## config.mk

```make
export PLATFORM = sky130hd
export DESIGN_NAME = mcycle_ctrl
export DESIGN_NICKNAME = d
export VERILOG_FILES = /design/src/rtl/mctrl_pkg.sv /design/src/rtl/mctrl_decode.sv /design/src/rtl/mcycle_ctrl.sv
export SDC_FILE = /design/constraint.sdc
export NUM_CORES = 1
export LEC_CHECK = 0
export ABC_AREA = 1
export CORE_MARGIN = 2
export CORE_UTILIZATION = 49
export DETAILED_ROUTE_END_ITERATION = 6
export GPL_ROUTABILITY_DRIVEN = 0
export PLACE_DENSITY_LB_ADDON = 0.3
export SYNTH_ARGS = -nofsm -noshare
export SYNTH_HDL_FRONTEND = slang
export SYNTH_SLANG_ARGS = --single-unit
export TNS_END_PERCENT = 100
```

## constraint.sdc

```tcl
create_clock -name clk -period 2.13 [get_ports clk]
set_input_delay 0.639 -clock clk [delete_from_list [all_inputs] [get_ports clk]]
set_output_delay 0.639 -clock clk [all_outputs]
set_load 0.05 [all_outputs]
```

## src/rtl/mctrl_pkg.sv

```systemverilog
// Shared types for the multi-cycle controller: state encoding,
// opcodes, ALU encodings and the decoded instruction-class bundle.
package mctrl_pkg;

    typedef enum logic [2:0] {
        ST_IDLE   = 3'd0,
        ST_FETCH  = 3'd1,
        ST_DECODE = 3'd2,
        ST_EXEC   = 3'd3,
        ST_MEM    = 3'd4,
        ST_WB     = 3'd5,
        ST_HALT   = 3'd6
    } state_t;

    localparam logic [2:0] OP_NOP  = 3'b000;
    localparam logic [2:0] OP_LW   = 3'b001;
    localparam logic [2:0] OP_SW   = 3'b010;
    localparam logic [2:0] OP_J    = 3'b011;
    localparam logic [2:0] OP_ADD  = 3'b100;
    localparam logic [2:0] OP_ADDI = 3'b101;
    localparam logic [2:0] OP_SUB  = 3'b110;
    localparam logic [2:0] OP_RSVD = 3'b111;

    localparam logic ALU_ADD = 1'b0;
    localparam logic ALU_SUB = 1'b1;

    typedef struct packed {
        logic is_alu;
        logic is_mem;
        logic is_load;
        logic is_jump;
        logic is_imm;
        logic is_sub;
        logic is_rsvd;
    } dec_t;

    // Where an instruction boundary goes: next fetch, or park in IDLE.
    function automatic state_t next_or_idle(input logic run);
        return run ? ST_FETCH : ST_IDLE;
    endfunction

endpackage

```

## src/rtl/mctrl_decode.sv

```systemverilog
// Combinational opcode decode of ir[7:5] into instruction-class flags.
import mctrl_pkg::*;

module mctrl_decode (
    input  logic [2:0] opcode,
    output dec_t       dec
);

    always_comb begin
        dec = '0;
        unique case (opcode)
            OP_LW: begin
                dec.is_mem  = 1'b1;
                dec.is_load = 1'b1;
                dec.is_imm  = 1'b1;
            end
            OP_SW: begin
                dec.is_mem = 1'b1;
                dec.is_imm = 1'b1;
            end
            OP_J:    dec.is_jump = 1'b1;
            OP_ADD:  dec.is_alu  = 1'b1;
            OP_ADDI: begin
                dec.is_alu = 1'b1;
                dec.is_imm = 1'b1;
            end
            OP_SUB: begin
                dec.is_alu = 1'b1;
                dec.is_sub = 1'b1;
            end
            OP_RSVD: dec.is_rsvd = 1'b1;
            default: ;
        endcase
    end

endmodule

```

## src/rtl/mcycle_ctrl.sv

```systemverilog
// Multi-cycle fetch/decode/execute controller with registered strobes.
// Build option MCTRL_HALT_EN: opcode 111 halts instead of trapping.
import mctrl_pkg::*;

module mcycle_ctrl (
    input  logic       clk,
    input  logic       rst,
    input  logic       run,
    input  logic [7:0] ins_in,
    input  logic       mem_ack,
    output logic [7:0] pc,
    output logic [7:0] ir,
    output logic       alu_op,
    output logic       alu_src_imm,
    output logic       mem_rd,
    output logic       mem_wr,
    output logic       reg_we,
    output logic       wb_sel,
    output logic [2:0] state,
    output logic       halted,
    output logic       illegal
);

`ifdef MCTRL_HALT_EN
    localparam logic HALT_EN = 1'b1;
`else
    localparam logic HALT_EN = 1'b0;
`endif

    state_t state_q;
    state_t state_n;
    dec_t   dec;
    logic   ex_wb;

    mctrl_decode u_decode (
        .opcode (ir[7:5]),
        .dec    (dec)
    );

    always_comb begin
        state_n = ST_IDLE;
        unique case (state_q)
            ST_IDLE:   state_n = next_or_idle(run);
            ST_FETCH:  state_n = ST_DECODE;
            ST_DECODE: begin
                if (dec.is_rsvd && HALT_EN)
                    state_n = ST_HALT;
                else if (dec.is_alu || dec.is_mem)
                    state_n = ST_EXEC;
                else
                    state_n = next_or_idle(run);
            end
            ST_EXEC:   state_n = dec.is_mem ? ST_MEM : ST_WB;
            ST_MEM: begin
                if (!mem_ack)
                    state_n = ST_MEM;
                else if (dec.is_load)
                    state_n = ST_WB;
                else
                    state_n = next_or_idle(run);
            end
            ST_WB:     state_n = next_or_idle(run);
            ST_HALT:   state_n = HALT_EN ? ST_HALT : ST_IDLE;
            default:   state_n = ST_IDLE;
        endcase
    end

    assign ex_wb = (state_n == ST_EXEC) || (state_n == ST_WB);

    // Strobes are computed from the next state so they are valid
    // for the whole cycle the FSM sits in the matching state.
    always_ff @(posedge clk or posedge rst) begin
        if (rst) begin
            state_q     <= ST_IDLE;
            pc          <= 8'd0;
            ir          <= 8'd0;
            alu_op      <= ALU_ADD;
            alu_src_imm <= 1'b0;
            mem_rd      <= 1'b0;
            mem_wr      <= 1'b0;
            reg_we      <= 1'b0;
            wb_sel      <= 1'b0;
            illegal     <= 1'b0;
        end else begin
            state_q <= state_n;
            if (state_q == ST_FETCH) begin
                ir <= ins_in;
                pc <= pc + 8'd1;
            end
            if (state_q == ST_DECODE && dec.is_jump)
                pc <= {3'b000, ir[4:0]};
            alu_op      <= (ex_wb && dec.is_sub) ? ALU_SUB : ALU_ADD;
            alu_src_imm <= ex_wb && dec.is_imm;
            mem_rd      <= (state_n == ST_MEM) && dec.is_load;
            mem_wr      <= (state_n == ST_MEM) && !dec.is_load;
            reg_we      <= state_n == ST_WB;
            wb_sel      <= (state_n == ST_WB) && dec.is_load;
            // ir is loaded on this same edge, so look at ins_in directly.
            illegal     <= !HALT_EN && (state_n == ST_DECODE)
                           && (ins_in[7:5] == OP_RSVD);
        end
    end

`ifdef MCTRL_HALT_EN
    always_ff @(posedge clk or posedge rst) begin
        if (rst)
            halted <= 1'b0;
        else
            halted <= state_n == ST_HALT;
    end
`else
    assign halted = 1'b0;
`endif

    assign state = state_q;

endmodule
```

==> run_results.csv, run 1 <==
group,metric,value,unit
drt,post_drt_wl_per_cell,12.45,um
clock_tree,cts-buffers-inserted,3,
cells_and_area,drive_gt1_frac,0.1895,
cells_and_area,final_cell_mix,"nand2_1 (36), dfrtp_1 (26), buf_4 (20)",
yosys,synth_area_leader_cell,"dfrtp_1",
clock_tree,cts.sinks,26,
yosys,syn_area_per_cell,8.352,um^2
die,num_rows,18,
setup_path,crit_path_max_incr_delay,0.54,ns
power_and_ir_drop,vdd_drop_max,0.001067,V
global_route,antenna_found_initial,0,
drt,dr.pass1.iters,4,
drt,drt_iter0_markers,29,
timing,clock_skew,0.009013,ns
global_route,grt_usage,0.2123,
setup_path,path_cells,"dlygate4sd2_1",
die,ioPinCount,39,
timing,timing.final.crit_share,0.8822,
setup_path,cpMaxStageDelayCell,"dlygate4sd2_1",
setup_path,crit_path_start_kind,"flip-flop",
yosys,yosys-top-cells-area,"dfrtp_1 (52%), nand2_1 (11%), nand3_1 (6.3%), inv_1 (5.4%), nor2_1 (3.3%)",
yosys,synth.distinct_cells,28,
die,die_y,54.74,um
worst_hold_path,worstHoldPathType,"flip-flop to flip-flop",
drt,routed_wl,2738,um
setup_path,worstPathArrival,1.24,ns
timing,fin_crit,1.879,ns
cells_and_area,syn_to_final_growth,31.05,%
timing,setup_violations,0,
yosys,syn-instance-count,151,
status,status,"finished, final reports clean",
setup_path,crit_family,"buffers and inverters",
clock_tree,cts_buffer_depth,2,
placed_design,io_buffer_count,37,
global_route,grt_pass1_wl,4471,um
yosys,ys_seq_area_frac,0.5159,
die,core,2455,um^2
die,die_x,54.74,um
timing,final_max_slew_viol_count,0,
cells_and_area,antennaDiodeCount,0,
timing,fmax,532.2,MHz
clock_tree,cts_tree,"built",
drt,ant_nets,0,
die,die-area,2996,um^2
die,start_util,0.5138,
yosys,ys_seq_elements,26,
global_route,grt_pass1_vias,1051,
clock_tree,cts.htree.levels,1,
timing,tns,0,ns
drt,vias,1135,
clock_tree,clkTransAtPathRegs,0.15,ns
clock_tree,clock_latency,0.33,ns
timing,slew_headroom,0.6563,
setup_path,crit_type,"flip-flop to output port",
power_and_ir_drop,p_per_area,1669,nW/um^2
setup_path,cp.required,1.49,ns
power_and_ir_drop,p_leak,0.9280,nW
yosys,ys_warn_count,0,
global_route,overflow,0,
global_route,grt_max_degree,27,
cells_and_area,fillCellCount,219,
cells_and_area,layout.cells.most_common,"nand2_1",
clock_tree,holdBufCountCts,0,
clock_tree,cts.root.buffer_cell,"clkbuf_4",
cells_and_area,layout.nets,204,
timing,worst_slew_pin_slew,0.5148,ns
cells_and_area,final_util,0.6733,
timing,hold_viol_final,0,
placed_design,dp_hpwl,2073,um
drt,drc,0,
setup_path,end_kind,"output port",
yosys,syn_nets,164,
yosys,netlist.area_leader.share,0.5159,
timing,rsz0062_at_grt,"no",
setup_path,cp_num_buf_inv,1,
setup_path,cp_max_fo,1,
drt,viasPerCell,5.159,
job,max-cap-violations,0,
yosys,syn_area,1261,um^2
[state kept, by name, indices dropped and copies added (netlist names)]
name	count
mem_wr	1
illegal	1
reg_we	1
mem_rd	1
alu_op	1
state	3
alu_src_imm	1
ir	8
wb_sel	1
pc	8
[per-stage QoR]
stage / hold WS [ns] / power [mW] / instances / cell area [um^2] / worst slack (ns)
after floorplan: 0.6790 / 2.072 / 151 / 1261 / 0.5597
after global placement: 0.4884 / 2.489 / 216 / 1612 / 0.3509
after detailed placement: 0.4966 / 2.536 / 216 / 1612 / 0.2893
after CTS: 0.5323 / 2.772 / 220 / 1643 / 0.001978
after global routing: 0.5595 / 2.951 / 220 / 1653 / 0.2209
final: 0.5250 / 2.759 / 220 / 1653 / 0.2509
[report_power, final]
group	leakage (nW)	internal [mW]	switching [mW]
registers	0.338	0.669	0.195
logic	0.569	0.480	1.16
clock network	0.0210	0.105	0.152
total	0.928	1.25	1.51
[cell usage after synthesis (all sizes together)]
cell type / number
xor2: 1
xnor2: 1
nor2: 13
inv: 22
o221ai: 2
buf: 4
nand4: 3
ha: 1
o211ai: 2
clkinv: 1
dfrtp: 26
nand2: 38
nand3: 17
o22ai: 1
a21oi: 3
a31oi: 1
nor3: 4
conb: 1
o21ai: 10
[final timing paths]
path / slack (ns) / depth (start not counted) / to / from
min in group asynchronous: 0.64 / 3 / pc[7] / rst
max in group asynchronous: 1.24 / 3 / state[1] / rst
worst min-delay path: 0.53 / 2 / ir[0] / ir[0]
worst max-delay path: 0.25 / 1 / illegal / illegal
worst max register to register: 0.51 / 7 / pc[6] / state[1]
worst min register to register: 0.53 / 2 / ir[0] / ir[0]
[area by class of cell]
type                            instances  area [um^2]  area share
Sequential cell                        26        650.6      0.3936
Tap cell                               30        37.54     0.02271
Timing Repair Buffer                   39        345.3      0.2089
Clock buffer                            4        36.28     0.02195
Inverter                               23        86.33     0.05223
Multi-Input combinational cell         98        496.7      0.3005
[layer usage]
layer  GRT usage  share of wire  vias up
li1            -              -      565
met1      0.2837           0.44      522
met2      0.3214           0.49       40
met3     0.03005          0.048        8
met4      0.1333          0.026        0
met5           0              0        -
[timing repair]
action,in CTS,in global routing
resized for setup,4,4
setup endpoints to repair,4,4
buffers inserted,0,0
pin swaps,0,0
[logic make-up (layout without fill, tap and decap cells)]
| family | count (synthesis) | count (layout) | share of synthesized area |
|---|---|---|---|
| AND/OR/NAND/NOR | 75 | 75 | 0.2798 |
| buffers and inverters | 27 | 66 | 0.09026 |
| XOR/XNOR | 2 | 2 | 0.01389 |
| flip-flops | 26 | 26 | 0.5159 |
| other | 1 | 1 | 0.002973 |
| adder cells (fa/ha/maj) | 1 | 1 | 0.009919 |
| AO/OA/AOI/OAI | 19 | 19 | 0.08731 |
No activity file was read; power rests on OpenSTA's default activity.
==> run 2, diff against run 1 <==
ABC_CLOCK_PERIOD_IN_PS = 2130   (was not set)
CTS_CLUSTER_SIZE = 12   (was not set)
RECOVER_POWER = 100   (was not set)
==> run_results.csv, run 2 (synthesized netlist as in run 1, its figures left out) <==
group,metric,value,unit
status,status,"finished, final reports clean",
timing,fmax,520.2,MHz
cells_and_area,stdcell_count,220,
clock_tree,clkTransAtPathRegs,0.15,ns
die,start_util,0.5138,
setup_path,crit_family,"buffers and inverters",
timing,rsz0062_at_grt,"no",
setup_path,end_kind,"output port",
placed_design,placed_area,1612,um^2
timing,tns,0,ns
drt,post_drt_wl_per_cell,12.55,um
setup_path,worstPathArrival,1.28,ns
die,num_rows,18,
cells_and_area,fillCellCount,245,
setup_path,cp_max_fo,5,
setup_path,cpMaxStageDelayCell,"clkbuf_1",
cells_and_area,final_util,0.6279,
clock_tree,cts_buffer_depth,2,
power_and_ir_drop,vdd_drop_max,0.0009826,V
timing,final_max_slew_viol_count,0,
job,max-cap-violations,0,
cells_and_area,layout.nets,204,
global_route,grt_usage,0.2123,
cells_and_area,syn_to_final_growth,22.22,%
global_route,grt_pass1_vias,1051,
clock_tree,cts.htree.levels,1,
timing,worst_slew_pin_slew,0.6375,ns
timing,hold_viol_final,0,
placed_design,dp_hpwl,2073,um
setup_path,cp.required,1.49,ns
power_and_ir_drop,p_leak,0.7833,nW
die,die-area,2996,um^2
die,ioPinCount,39,
placed_design,io_buffer_count,37,
timing,timing.final.crit_share,0.9026,
power_and_ir_drop,total_power,2.618,mW
drt,drc,0,
cells_and_area,drive_gt1_frac,0.09474,
drt,viasPerCell,5.209,
setup_path,crit_type,"flip-flop to output port",
cells_and_area,antennaDiodeCount,0,
clock_tree,cts.root.buffer_cell,"clkbuf_4",
power_and_ir_drop,p_per_area,1698,nW/um^2
timing,clock_skew,0.009681,ns
cells_and_area,postLayoutCellArea,1541,um^2
clock_tree,cts_resized,4,
die,die_x,54.74,um
setup_path,cp_num_buf_inv,1,
clock_tree,holdBufCountCts,0,
worst_hold_path,worstHoldPathType,"flip-flop to flip-flop",
clock_tree,post_cts_buffers,0,
global_route,overflow,0,
drt,drt_iter0_markers,28,
drt,vias,1146,
global_route,antenna_found_initial,0,
clock_tree,cts_tree,"built",
global_route,grt_pass1_wl,4471,um
setup_path,crit_path_max_incr_delay,0.49,ns
drt,routed_wl,2761,um
die,die_y,54.74,um
die,core,2455,um^2
setup_path,crit_path_start_kind,"flip-flop",
timing,setup_violations,0,
drt,dr.pass1.iters,4,
cells_and_area,layout.cells.most_common,"nand2_1",
placed_design,dp_cells,216,
global_route,grt_max_degree,27,
clock_tree,clock_latency,0.33,ns
timing,slew_headroom,0.5750,
setup_path,path_cells,"clkbuf_1",
cells_and_area,final_cell_mix,"nand2_1 (36), dfrtp_1 (26), clkbuf_1 (19)",
clock_tree,cts-buffers-inserted,3,
timing,fin_crit,1.923,ns
clock_tree,cts.sinks,26,
drt,ant_nets,0,
==> run 2: cell type report <==
| cell class | count | area [um^2] | share of cell area |
|---|---|---|---|
| Clock buffer | 4 | 36.28 | 0.02354 |
| Inverter | 23 | 86.33 | 0.05601 |
| Multi-Input combinational cell | 98 | 486.7 | 0.3157 |
| Sequential cell | 26 | 650.6 | 0.4221 |
| Tap cell | 30 | 37.54 | 0.02435 |
| Timing Repair Buffer | 39 | 244.0 | 0.1583 |
==> run 2: worst paths after layout <==
check,start,end,slack [ns],depth (start not counted)
worst max-delay path,pc[2],pc[2],0.21,1
worst min-delay path,ir[0],ir[0],0.52,2
worst max register to register,state[1],pc[6],0.31,7
worst min register to register,ir[0],ir[0],0.52,2
max in group asynchronous,rst,state[1],0.82,3
min in group asynchronous,rst,pc[7],0.89,3
==> run 2: worst reg2reg max path, stage by stage, from the launching register on <==
cell and delay [ns]:
dfrtp_1 0.46, inv_2 0.11, nand2_1 0.07, nor2_1 0.49, buf_4 0.29, nand4_2 0.10
o21ai_1 0.15, a21oi_1 0.06
==> run 2: metal layers <==
metal / wire, um / share of wire / vias to the layer above / GRT usage
met3: 139 / 0.050 / 9 / 0.03005
li1: - / - / 564 / -
met2: 1348 / 0.49 / 40 / 0.3214
met5: 0 / 0 / - / 0
met4: 82 / 0.030 / 0 / 0.1333
met1: 1190 / 0.43 / 533 / 0.2837
==> run 2: power by group <==
| group | switching (mW) | internal (mW) | total [mW] |
|---|---|---|---|
| Sequential | 0.187 | 0.669 | 0.857 |
| Clock | 0.153 | 0.105 | 0.257 |
| Combinational | 1.15 | 0.349 | 1.50 |
==> run 2: through the flow <==
| step | setup WS [ns] | hold slack, ns |
|---|---|---|
| finish | 0.2075 | 0.5211 |
| global route | 0.1440 | 0.5578 |
| CTS | 0.001978 | 0.5323 |
| detailed placement | 0.2893 | 0.4966 |
| global placement | 0.3509 | 0.4884 |
| floorplan | 0.5597 | 0.6790 |
